**src/rtl/bcd_pkg.sv**
```systemverilog
// Shared BCD definitions: conversion sizes, converter FSM states
// and the 4-bit BCD digit type used by binary<->BCD stages.
package bcd_pkg;

  localparam int BIN_W      = 16;
  localparam int NUM_DIGITS = 5;

  typedef enum logic [1:0] {
    IDLE,
    SHIFT,
    DONE
  } state_e;

  typedef logic [3:0] bcd_digit_t;

endpackage

```
**src/rtl/bcd_add3.sv**
```systemverilog
// Double-dabble digit correction: adds 3 when the digit is >= 5.
// Ports: din (4-bit digit in), dout (4-bit corrected digit out).
module bcd_add3 (
  input  logic [3:0] din,
  output logic [3:0] dout
);

  always_comb begin
    dout = din;
    if (din >= 4'd5) begin
      dout = din + 4'd3;
    end
  end

endmodule

```
**src/rtl/bin2bcd_seq.sv**
```systemverilog
// Sequential binary-to-BCD converter (double dabble, one bit/cycle).
// Ports: clk, rst (sync, active-high), start, bin -> busy, done, a5..a1.
module bin2bcd_seq #(
  parameter int BIN_W      = bcd_pkg::BIN_W,
  parameter int NUM_DIGITS = bcd_pkg::NUM_DIGITS
) (
  input  logic             clk,
  input  logic             rst,
  input  logic             start,
  input  logic [BIN_W-1:0] bin,
  output logic             busy,
  output logic             done,
  output logic [3:0]       a5,
  output logic [3:0]       a4,
  output logic [3:0]       a3,
  output logic [3:0]       a2,
  output logic [3:0]       a1
);

  import bcd_pkg::*;

  localparam int BCD_W = 4 * NUM_DIGITS;
  localparam int CNT_W = $clog2(BIN_W + 1);

  state_e             state_q, state_d;
  logic [BIN_W-1:0]   bin_q, bin_d;
  logic [BCD_W-1:0]   bcd_q, bcd_d;
  logic [BCD_W-1:0]   res_q, res_d;
  logic [CNT_W-1:0]   cnt_q, cnt_d;

  logic [BCD_W-1:0]       bcd_adj;
  logic [BCD_W+BIN_W-1:0] cat_sh;
  bcd_digit_t             dig [NUM_DIGITS];

  for (genvar i = 0; i < NUM_DIGITS; i++) begin : g_dig
    bcd_add3 u_add3 (
      .din  (bcd_q[4*i +: 4]),
      .dout (bcd_adj[4*i +: 4])
    );
    assign dig[i] = res_q[4*i +: 4];
  end

  // Corrected digits and remaining binary shift as one word.
  assign cat_sh = {bcd_adj, bin_q} << 1;

  always_comb begin
    state_d = state_q;
    bin_d   = bin_q;
    bcd_d   = bcd_q;
    res_d   = res_q;
    cnt_d   = cnt_q;
    unique case (state_q)
      IDLE: begin
        if (start) begin
          bin_d   = bin;
          bcd_d   = '0;
          cnt_d   = '0;
          state_d = SHIFT;
        end
      end
      SHIFT: begin
        bcd_d = cat_sh[BIN_W +: BCD_W];
        bin_d = cat_sh[BIN_W-1:0];
        cnt_d = cnt_q + 1'b1;
        if (cnt_q == CNT_W'(BIN_W - 1)) begin
          // Last iteration: publish the finished digits directly.
          res_d   = cat_sh[BIN_W +: BCD_W];
          state_d = DONE;
        end
      end
      DONE: begin
        state_d = IDLE;
      end
      default: begin
        state_d = IDLE;
      end
    endcase
  end

  always_ff @(posedge clk) begin
    if (rst) begin
      state_q <= IDLE;
      bin_q   <= '0;
      bcd_q   <= '0;
      res_q   <= '0;
      cnt_q   <= '0;
    end else begin
      state_q <= state_d;
      bin_q   <= bin_d;
      bcd_q   <= bcd_d;
      res_q   <= res_d;
      cnt_q   <= cnt_d;
    end
  end

  assign busy = (state_q != IDLE);
  assign done = (state_q == DONE);

  assign a1 = dig[0];
  assign a2 = dig[1];
  assign a3 = dig[2];
  assign a4 = dig[3];
  assign a5 = dig[4];

endmodule
```
**config.mk**
```make
export PLATFORM = sky130hd
export DESIGN_NAME = bin2bcd_seq
export DESIGN_NICKNAME = d
export VERILOG_FILES = /design/src/rtl/bcd_pkg.sv /design/src/rtl/bcd_add3.sv /design/src/rtl/bin2bcd_seq.sv
export SDC_FILE = /design/constraint.sdc
export NUM_CORES = 1
export LEC_CHECK = 0
export BUFFER_PORTS_ARGS = -buffer_cell sky130_fd_sc_hd__buf_4
export CAP_MARGIN = 0
export CORE_UTILIZATION = 40
export DETAILED_ROUTE_END_ITERATION = 16
export GPL_TIMING_DRIVEN = 1
export SLEW_MARGIN = 40
export SYNTH_ARGS = -nofsm -noshare
export SYNTH_HDL_FRONTEND = slang
export SYNTH_SLANG_ARGS = --single-unit
```
**constraint.sdc**
```tcl
create_clock -name clk -period 2.75 [get_ports clk]
set_clock_uncertainty 0.05 [all_clocks]
set_input_delay 0.275 -clock clk [delete_from_list [all_inputs] [get_ports clk]]
set_output_delay 0.275 -clock clk [all_outputs]
set_load 0.02 [all_outputs]
```
# [Yosys cells after proc, flatten, opt, wreduce, memory -nomap -nowiden]
# Index checks and enable logic that the tools add are counted.
[word_totals] ff_bits=63 latchBits=0 mem_bits_rw=0 mem_bits_ro=0 inputBits=19 output_inout_bits=22 wordCells=41 mem_count=0
[op_classes] add_sub_neg=6 n_mul=0 n_div=0 n_lt_le_gt_ge=5 eq_ne=5 shift=0 muxes=14 n_bitwise=0 reduce_logical=6
[op_table] cell="$pmux 20 s2" count=1
[op_table] cell="$pmux 16 s2" count=1
[op_table] cell="$ge 4x3->1 const B" count=5
[op_table] cell="$mux 20" count=1
[op_table] cell="$add 4x2->4 const B" count=4
[op_table] cell="$mux 16" count=1
[op_table] cell="$mux 4" count=4
[op_table] cell="$pmux 5 s2" count=1
[op_table] cell="$reduce_and 2->1" count=3
[op_table] cell="$add 5x1->5 const B" count=1
[op_table] cell="$eq 5x4->1 const B" count=1
[op_table] cell="$mux 5" count=1
[op_table] cell="$mux 2" count=2
[op_table] cell="$ne 2x2->1 const B" count=2
[op_table] cell="$pmux 2 s2" count=1
[op_table] cell="$reduce_bool 2->1" count=2
[op_table] cell="$add 3x2->3 const B" count=1
[op_table] cell="$mux 3" count=1
[op_table] cell="$eq 2x1->1 const B" count=1
[op_table] cell="$eq 2x2->1 const B" count=1
[op_table] cell="$logic_not 2->1" count=1

# [Depth between registers and ports, before layout]
# Gate-level depths: netlist of run 1.
[logic_depth] word_depth=3 ltp_mapped=8 mapped_depth_nobuf=6

# [Hierarchy]
# Synthesis of run 1 repeated with hierarchy kept, for this count alone.
[hier_totals] hier_cells=314 hier_area_um2=2937.8
[by_module_without_submodules] mod="bin2bcd_seq" n_inst=1 cells_per_inst=234 area_per_inst_um2=2431.1 seq_area_each_um2=1261.2
[by_module_without_submodules] mod="bcd_add3" n_inst=5 cells_per_inst=16 area_per_inst_um2=101.3 seq_area_each_um2=0.0

# [Worst setup path before layout of run 1]
# No wires, ideal clock.
[synth_path] path_type="reg2reg" start="register cnt_q[0]" end="register res_q[12]" setup_time_ps=139 arrival_ps=1447 required_ps=2561 setup_slack_ps=1114 stages_incl_launch_ff=9 n_path_buf=2 period_less_slack_ps=1636 path_cell_list="dfxtp_1 > ha_1 > and3_1 > ha_1 > and2_1 > buf_6 > buf_6 > nor2_1 > a211oi_2"
[synth_via] elab_chain_len=2
[synth_rtl] item="from (decl)" line="bin2bcd_seq.sv:29" rtl="logic [CNT_W-1:0] cnt_q, cnt_d;"
[synth_rtl] item="from (signal assigned)" line="bin2bcd_seq.sv:92" rtl="cnt_q <= cnt_d;"
[synth_rtl] item="$eq 5x4->1" line="bin2bcd_seq.sv:65" rtl="if (cnt_q == CNT_W'(BIN_W - 1)) begin"
[synth_rtl] item="$reduce_and 2->1 (no line)"
[synth_rtl] item="to (signal assigned)" line="bin2bcd_seq.sv:91" rtl="res_q <= res_d;"
[synth_rtl] item="to (decl)" line="bin2bcd_seq.sv:28" rtl="logic [BCD_W-1:0] res_q, res_d;"
# No other way between the ends.
# A chain may end at the register's enable or synchronous reset.

# [Worst setup path after layout of run 1]
[layout_path] start="register state_q[0]" end="register bcd_q[18]"
[layout_via] elab_chain_len=3 word_cells_on_any_way=6 classes_between="eq/ne (2); mux (1); reduce/logical (3)"
[layout_rtl] item="from (decl)" line="bin2bcd_seq.sv:25" rtl="state_e state_q, state_d;"
[layout_rtl] item="from (signal assigned)" line="bin2bcd_seq.sv:88" rtl="state_q <= state_d;"
[layout_rtl] item="$eq 2x1->1 or $logic_not 2->1 (tied branches)" line="bin2bcd_seq.sv:52" rtl="unique case (state_q)"
[layout_rtl] item="$reduce_bool 2->1 (no line) or $ne 2x2->1 (tied branches)"
[layout_rtl] item="$reduce_and 2->1 (no line)"
[layout_rtl] item="to (signal assigned)" line="bin2bcd_seq.sv:84" rtl="bcd_q <= '0;"
[layout_rtl] item="to (signal assigned)" line="bin2bcd_seq.sv:90" rtl="bcd_q <= bcd_d;"
[layout_rtl] item="to (decl)" line="bin2bcd_seq.sv:27" rtl="logic [BCD_W-1:0] bcd_q, bcd_d;"
# Parallel ways exist; a longest one is shown, timed or not.

==> results of run 1 <==
## state kept, by name, summed over array words and instances (netlist names)
register and cells:
state_q 2, bcd_q 20, cnt_q 5, res_q 20, bin_q 16
## logic make-up (layout without fill, tap and decap cells)
logic type	count (synthesis)	after routing
xor+xnor	5	5
simple gates	107	107
compound gates	118	118
mux	5	5
flops	63	63
buf+inv	47	86
fa+ha+maj	12	12
## synthesized netlist by cell type (7+ instances only)
cell type / n / share of area
a21o_1: 12 / 0.029
a21oi_1: 41 / 0.067
a22o_1: 9 / 0.026
buf_2: 7 / 0.011
clkbuf_1: 10 / 0.012
dfxtp_1: 63 / 0.41
ha_1: 12 / 0.049
inv_1: 25 / 0.030
nand2_1: 10 / 0.012
nand2b_1: 8 / 0.016
nand3_1: 7 / 0.011
nor2_1: 39 / 0.048
nor3_1: 10 / 0.016
nor3b_1: 12 / 0.029
o21ai_0: 21 / 0.034
o22ai_1: 8 / 0.016
## through the flow
stage          worst slack [ps]  std cells
4_1_cts                     808        495
2_1_floorplan              1110        357
6_report                    796        495
5_1_grt                     612        495
3_5_place_dp                825        479
3_3_place_gp                879        479
## worst max-delay path: stages, from the launching register on
cell,delay [ps]
dfxtp_1,670
nand2b_1,430
nor2_2,530
a22o_1,200
## layout make-up
type,instances,area [µm²]
clock buffers,9,124
fillers,723,3720
inverters,25,93.8
well taps,99,124
flip-flops and latches,63,1260
multi-input cells,247,1600
clock inverters,7,73.8
repair buffers,45,338
## power breakdown
group          internal (W)  switching, W
clock              0.000419      0.000378
sequential         0.000936     0.0000212
combinational     0.0000579     0.0000812
## layer usage
layer	vias to the layer above	GRT usage	wire (µm)
met3	10	0.0296	159
met5	-	0	0
met2	28	0.281	3100
li1	1332	-	-
met4	0	0.0820	116
met1	1216	0.227	3270
## cell usage in the layout, fill, tap and decap left out, types with 10 or more instances in the layout
| cell type | n |
|---|---|
| nor3b_1 | 12 |
| nor3_1 | 10 |
| nor2_1 | 39 |
| ha_1 | 12 |
| a21o_1 | 12 |
| a21oi_1 | 41 |
| inv_1 | 25 |
| o21ai_0 | 21 |
| buf_4 | 45 |
| dfxtp_1 | 63 |
| nand2_1 | 10 |
## path summary, 6_finish.rpt
| check | endpoint | slack (ps) | cells after the start |
|---|---|---|---|
| setup / recovery | bcd_q[18] | 800 | 3 |
| setup reg to reg | bcd_q[18] | 800 | 3 |
| hold reg to reg | res_q[18] | 410 | 2 |
| hold / removal | bin_q[7] | 190 | 3 |
==> run summary, run 1 <==
Outcome: finished clean
Req. time, crit path: 2980 ps
Max Cap Viol: 0
Post-CTS Resized: 0
Post-Syn Nets: 388
Number of global-route vias before repair: 2410
Synth Area in Compound Gates: 0.252
Detailed-route via count: 2586
Mapped Cells: 357
Crit Path Category: reg -> reg
CTS tree: yes
Worst-Skew Late Latency: 340 ps
Pre-Repair DR Iteration Count: 4
Post-route clock period utilization: 0.711
Total Power: 0.00189 W
CTS Buf Count: 9
VDD IR-drop max: 0.219 mV
Post-CTS Setup Inserts: 0
Slew headroom: 0.589
Pwr/cell area: 524 nW/µm²
Ys async rst share: 0
# DRC: 0
Rows: 31
Synth Area in Simple Gates: 0.187
WL per Instance: 13.4 µm
Num ports: 41
F_max: 0.512 GHz
Dpl cell area: 3420 µm²
Unique masters post-synth: 44
EDFF count, synth: 0
Die Wd: 89.7 µm
Total core area: 7330 µm²
R2R Path Start: state_q[0]
Antenna violations before repair: 0
Mapped Area: 3080 µm²
Gr ovfl total: 0
Synth warnings: 0
Via density: 5.22
ANT nets after route: 0
Post-route minimum period: 1950 ps
Mux share of post-synthesis cell area: 0.0167
Final Core Density: 0.493
Root buf cell: clkbuf_8
Crit. End Element: flop
Worst Max-Slew Pin Slew: 616 ps
CP arrival: 2180 ps
CP startpoint: state_q[0]
Post-CTS Hold Fix Bufs: 0
WL final: 6.64 mm
RSZ-0062 raised after global routing: false
Dominant synthesized flop cell: dfxtp_1
Ratio of cells with drive above 1 in the final layout: 0.202
Sinks on Clock Net: 63
Register area share after synthesis: 0.410
Hold_ws: 191 ps
Fin nets: 422
Synth Area in Adders: 0.0488
# diodes: 0
Iteration-0 DRC Markers: 105
Hpwl dp: 4.45 mm
Setup_tns: 0 ps
Main combinational cell family by area after synthesis: compound AO/OA/AOI/OAI gates
Final Hold Viols: 0
Total GRT Usage: 0.175
Routability cong.: 0.775
Htree depth: 3
Largest net degree at the start of global routing: 55
Lkg Pwr: 1.49 nW
Initial core utilization: 0.420
CP max FO: 17
I/O Buffers: 40
Final Max Tran Viols: 0
Post-route cell area: 3610 µm²
Synth Area in XOR/XNOR: 0.0142
Reg clk slew, reported paths: 70 ps
Number of synthesized register bits: 63
Hold Path Class: in -> reg
Hold path startpoint: bin[7]
First-pass GRT wire length: 11.3 mm
Die area: 8050 µm²
Area Growth Syn to Fin: 17.4%
Avg Inst Size Synth: 8.63 µm²
DIE HEIGHT: 89.7 µm
Startpoint types: flop
CTS max path bufs: 2
Setup violations, final: 0
No activity file was read; power rests on OpenSTA's default activity.
==> inputs of run 2 (changes only) <==
Settings changed: ABC_AREA from default to 1.
Clock period 2.75 ns to 2.03 ns, I/O delays scaled along.
==> run 2 against run 1 <==
Against the previous run:
- clock power rose by 30%
- critical path depth rose by 6
- combinational power is 14% higher
- first-iteration DRC count increased by 6.7%
- global-route usage up 0.92 points
- clock-buffer cell count up 1
- hold slack got worse by 110 ps
- routed wire length shrank 2.0%
==> run summary, run 2 <==
Inst Count DP: 549 (+15%)
Ratio of cells with drive above 1 in the final layout: 0.139 (-0.0625)
VDD IR-drop max: 0.320 mV (+46%)
Dominant synthesized flop cell: dfxtp_1
Rows: 31 (unchanged)
Reg clk slew, reported paths: 70 ps (about the same)
# DRC: 0 (unchanged)
Die area: 7810 µm² (-3.0%)
Post-route minimum period: 1760 ps (-193 ps)
Htree depth: 3 (unchanged)
Setup_tns: 0 ps (unchanged)
Hold Path Class: in -> reg
I/O Buffers: 40 (unchanged)
Worst-Skew Late Latency: 330 ps (about the same)
Num ports: 41 (unchanged)
Iteration-0 DRC Markers: 112 (+6.7%)
Post-CTS Setup Inserts: 0 (unchanged)
Post-route clock period utilization: 0.868 (+0.157)
Die Wd: 88.4 µm (-1.5%)
Commonest cells after routing, fill and taps aside: nand2_1, dfxtp_1, inv_1
Area Growth Syn to Fin: 19.4%
Ys async rst share: 0 (unchanged)
CP max FO: 11 (-6)
Req. time, crit path: 2210 ps (-770 ps)
Largest regs: bcd_q: 20 flops, res_q: 20 flops, bin_q: 16 flops
Hold_ws: 83.1 ps (-108 ps)
Worst Max-Slew Pin Slew: 585 ps (-31.4 ps)
Pwr/cell area: 694 nW/µm² (+32%)
Number of synthesized register bits: 63 (unchanged)
Final Core Density: 0.494 (+0.00119)
Slew headroom: 0.610 (+0.0205)
WL per Instance: 11.5 µm (-14%)
RSZ-0062 raised after global routing: false
Avg Inst Size Synth: 7.02 µm² (-19%)
CP arrival: 1940 ps (-240 ps)
Antenna violations before repair: 0 (unchanged)
Hpwl dp: 4.30 mm (-3.4%)
Post-CTS Hold Fix Bufs: 0 (unchanged)
Setup violations, final: 0 (unchanged)
Fin nets: 492 (+17%)
Filler cells: 747 (+3.3%)
CTS Buf Count: 9 (unchanged)
Final Hold Viols: 0 (unchanged)
Pre-Repair DR Iteration Count: 6 (+2)
Total core area: 7210 µm² (-1.6%)
Root buf cell: clkbuf_8
WL final: 6.51 mm (-2.0%)
F_max: 0.568 GHz (+11%)
Detailed-route via count: 2711 (+4.8%)
Crit. End Element: flop
Largest net degree at the start of global routing: 47 (-15%)
First-pass GRT wire length: 11.1 mm (-2.2%)
Synth warnings: 0 (unchanged)
Via density: 4.80 (-8.2%)
Synth top area share: 0.422 (+0.0129)
Synth area leaders: dfxtp_1, nand2_1, a21oi_1, inv_1, nand3_1
Register area share after synthesis: 0.422 (+0.0129)
DIE HEIGHT: 88.4 µm (-1.5%)
Final Max Tran Viols: 0 (unchanged)
Leading area contributor after synthesis: dfxtp_1
Total Power: 0.00247 W (+31%)
Outcome: finished clean
Number of global-route vias before repair: 2463 (+2.2%)
Commonest non-fill, non-tap cell in the layout: nand2_1
Initial core utilization: 0.414 (-0.00623)
# diodes: 0 (unchanged)
Total GRT Usage: 0.184 (+0.00919)
Lkg Pwr: 1.62 nW (+8.3%)
Post-CTS Resized: 0 (unchanged)
Unique masters post-synth: 25 (-43%)
CTS tree: yes
Top-count cell post-synth: nand2_1
Sinks on Clock Net: 63 (unchanged)
Mapped Area: 2990 µm² (-3.0%)
Max Cap Viol: 0 (unchanged)
CTS max path bufs: 2 (unchanged)
EDFF count, synth: 0 (unchanged)
Post-Syn Nets: 456 (+18%)
ANT nets after route: 0 (unchanged)
Synth cell count leaders: nand2_1, dfxtp_1, inv_1
Startpoint types: flop
Crit Path Category: reg -> reg
Fin cells: 565 (+14%)
Routability cong.: 0.827 (+6.8%)
Mapped Cells: 425 (+19%)
Gr ovfl total: 0 (unchanged)
==> run 2: cell type report <==
cell class,instances,area [µm²],area share
clock buffers,10,128,0.0358
clock inverters,6,61.3,0.0172
inverters,52,195,0.0548
multi-input cells,291,1430,0.400
flip-flops and latches,63,1260,0.354
well taps,99,124,0.0347
repair buffers,44,368,0.103
==> run 2: worst paths after layout <==
path | startpoint | endpoint | slack [ps] | cells after the start
worst max-delay path | cnt_q[0] | res_q[13] | 270 | 9
worst min-delay path | bin[0] | bin_q[0] | 80 | 3
worst max register to register | cnt_q[0] | res_q[13] | 270 | 9
worst min register to register | bin_q[7] | bin_q[7] | 410 | 2
==> run 2: power breakdown <==
group          total (W)  switching, W  internal, W
sequential       0.00127     0.0000136      0.00126
clock            0.00104      0.000481     0.000563
combinational   0.000158     0.0000957    0.0000625
total            0.00247      0.000591      0.00188
==> run 2: stage by stage <==
| step | setup slack [ps] | area (µm²) |
|---|---|---|
| finish | 268 | 3560 |
| detailed placement | 280 | 3380 |
| global route | 19.7 | 3560 |
| floorplan | 397 | 2990 |
| global placement | 332 | 3380 |
| CTS | 253 | 3560 |
==> run 2: metal layers <==
layer / vias up / track usage / routed length [µm]
met3: 7 / 0.0336 / 272
li1: 1450 / - / -
met1: 1198 / 0.242 / 3200
met4: 0 / 0.0865 / 94
met5: - / 0 / 0
met2: 56 / 0.292 / 2950
==> run 2: cells by family (layout without fill, tap and decap cells) <==
group	after synthesis	in the layout	synth area share
compound gates	83	83	0.156
fa+ha+maj	12	12	0.0503
buf+inv	71	112	0.100
flops	63	63	0.422
simple gates	196	196	0.271
==> run 2: worst max-delay path, stage by stage, from the launching register on <==
cell and delay (ps):
dfxtp_1 360, ha_1 180, inv_1 50, nor3_1 140, ha_1 170, nand2_1 70
nor2_2 160, inv_1 190, o21ai_0 220, inv_1 50
==> inputs of run 3 (changes only) <==
Settings changed: SYNTH_HIERARCHICAL from default to 1.
Clock period 2.03 ns to 1.6 ns, I/O delays scaled along.
==> run 3 against run 2 <==
Against the previous run:
- core utilization up 0.25 points
- sequential power is 28% higher
- non-clock buffer count rose by 10
- cell count rose by 8.0%
==> run summary, run 3 <==
Top cell by count, worst path: buf_4
Routability cong.: 0.750 (-9.4%)
Total core area: 7770 µm² (+7.7%)
Commonest cells after routing, fill and taps aside: nand2_1, nand3_1, dfxtp_1
WL final: 7.15 mm (+9.8%)
Setup_tns: 0 ps (unchanged)
Via density: 4.78 (-0.34%)
Slew headroom: 0.753 (+0.143)
Number of global-route vias before repair: 2797 (+14%)
Hold Path Class: in -> reg
Avg Inst Size Synth: 6.96 µm² (-0.90%)
Root buf cell: clkbuf_8
Antenna violations before repair: 0 (unchanged)
Iteration-0 DRC Markers: 138 (+23%)
Startpoint types: flop
Die area: 8420 µm² (+7.8%)
Sinks on Clock Net: 63 (unchanged)
Synth warnings: 6 (+6)
Crit-path slowest cell: dfxtp_1
Total GRT Usage: 0.186 (+0.00176)
I/O Buffers: 40 (unchanged)
Total Power: 0.00332 W (+34%)
Crit Path Category: reg -> out
WL per Instance: 11.7 µm (+1.7%)
Hpwl dp: 4.96 mm (+16%)
Pwr/cell area: 861 nW/µm² (+24%)
Final Max Tran Viols: 0 (unchanged)
Rows: 32 (+3.2%)
Fin nets: 534 (+8.5%)
Htree depth: 3 (unchanged)
First-pass GRT wire length: 12.6 mm (+13%)
CTS tree: yes
Max Cap Viol: 0 (unchanged)
Area Growth Syn to Fin: 19.7%
ANT nets after route: 0 (unchanged)
Fin cells: 610 (+8.0%)
Post-route minimum period: 1470 ps
Setup violations, final: 0 (unchanged)
Mapped Area: 3220 µm² (+8.0%)
CTS Buf Count: 9 (unchanged)
CP arrival: 1260 ps (-680 ps)
Worst Max-Slew Pin Slew: 371 ps (-214 ps)
Outcome: finished clean
Worst-Skew Late Latency: 340 ps (about the same)
F_max: 0.678 GHz
Commonest non-fill, non-tap cell in the layout: nand2_1
VDD IR-drop max: 0.549 mV (+71%)
Reg clk slew, reported paths: 70 ps (about the same)
Post-Syn Nets: 494 (+8.3%)
Req. time, crit path: 1390 ps (-820 ps)
Initial core utilization: 0.415 (+0.00114)
Num ports: 41 (unchanged)
Crit. End Element: output port
Largest regs: bcd_q: 20 flops, res_q: 20 flops, bin_q: 16 flops
Gr ovfl total: 0 (unchanged)
Die Wd: 91.8 µm (+3.8%)
Lkg Pwr: 1.68 nW (+3.9%)
DIE HEIGHT: 91.8 µm (+3.8%)
CTS max path bufs: 2 (unchanged)
Cells along the critical path: nor2_2 -> buf_4 -> inv_1 -> buf_4
# DRC: 0 (unchanged)
Ratio of cells with drive above 1 in the final layout: 0.217 (+0.0771)
Final Hold Viols: 0 (unchanged)
# diodes: 0 (unchanged)
Max incr delay on CP: 370 ps (about the same)
Largest net degree at the start of global routing: 34 (-28%)
RSZ-0062 raised after global routing: false
Mapped Cells: 463 (+8.9%)
Post-route clock period utilization: 0.921
CP max FO: 18 (+7)
Detailed-route via count: 2917 (+7.6%)
Pre-Repair DR Iteration Count: 4 (-2)
Inst Count DP: 594 (+8.2%)
[run 3: metal layers]
metal | vias up | part of all wire | routed length, µm | track usage
li1 | 1549 | - | - | -
met1 | 1317 | 0.49 | 3470 | 0.233
met2 | 45 | 0.47 | 3370 | 0.310
met3 | 6 | 0.037 | 266 | 0.0522
met4 | 0 | 0.0064 | 46 | 0.0547
met5 | - | 0 | 0 | 0
[run 3: cell type report]
class	instances	area [µm²]
fill	837	3910
multi-input combinational	331	1650
sequential	63	1260
timing repair buffer	54	438
clock buffer	13	169
inverter	44	165
tap	102	128
clock inverter	3	40.0
[run 3: repair_timing]
| item | CTS | global route |
|---|---|---|
| endpoints found under the hold margin | 0 | 0 |
| resized for setup | 0 | 9 |
| setup endpoints to repair | 0 | 24 |
| hold buffers | 0 | 0 |
| setup buffers | 0 | 0 |
[run 3: path summary, 6_finish.rpt]
kind,from,endpoint,slack (ps),cells after the start
hold / removal,bin[0],bin_q[0],50,3
hold reg to reg,cnt_q[0],cnt_q[0],400,1
setup reg to reg,bcd_q[4],bcd_q[8],140,7
setup / recovery,state_q[1],busy,130,4
[run 3: per-stage QoR]
stage | hold WS [ps] | area, µm² | utilization | setup WS (ps)
final | 46.5 | 3860 | 0.497 | 126
after CTS | 37.6 | 3840 | 0.494 | 39.9
after detailed placement | 402 | 3630 | 0.467 | 45.3
after global placement | 406 | 3630 | 0.467 | 126
after floorplan | 274 | 3220 | - | 200
after global routing | 34.0 | 3860 | 0.497 | 1.25
[run 3: critical path: cells and delay by family (launching register included)]
kind | cells | cell delay [ps]
buffers and inverters | 3 | 430
flip-flops | 1 | 370
AND/OR/NAND/NOR | 1 | 120
[run 3: where the power goes]
| part | switching, W | internal [W] | total, W |
|---|---|---|---|
| logic | 0.000156 | 0.0000987 | 0.000254 |
| clock network | 0.000605 | 0.000843 | 0.00145 |
| registers | 0.0000194 | 0.00160 | 0.00162 |
| total | 0.000780 | 0.00254 | 0.00332 |
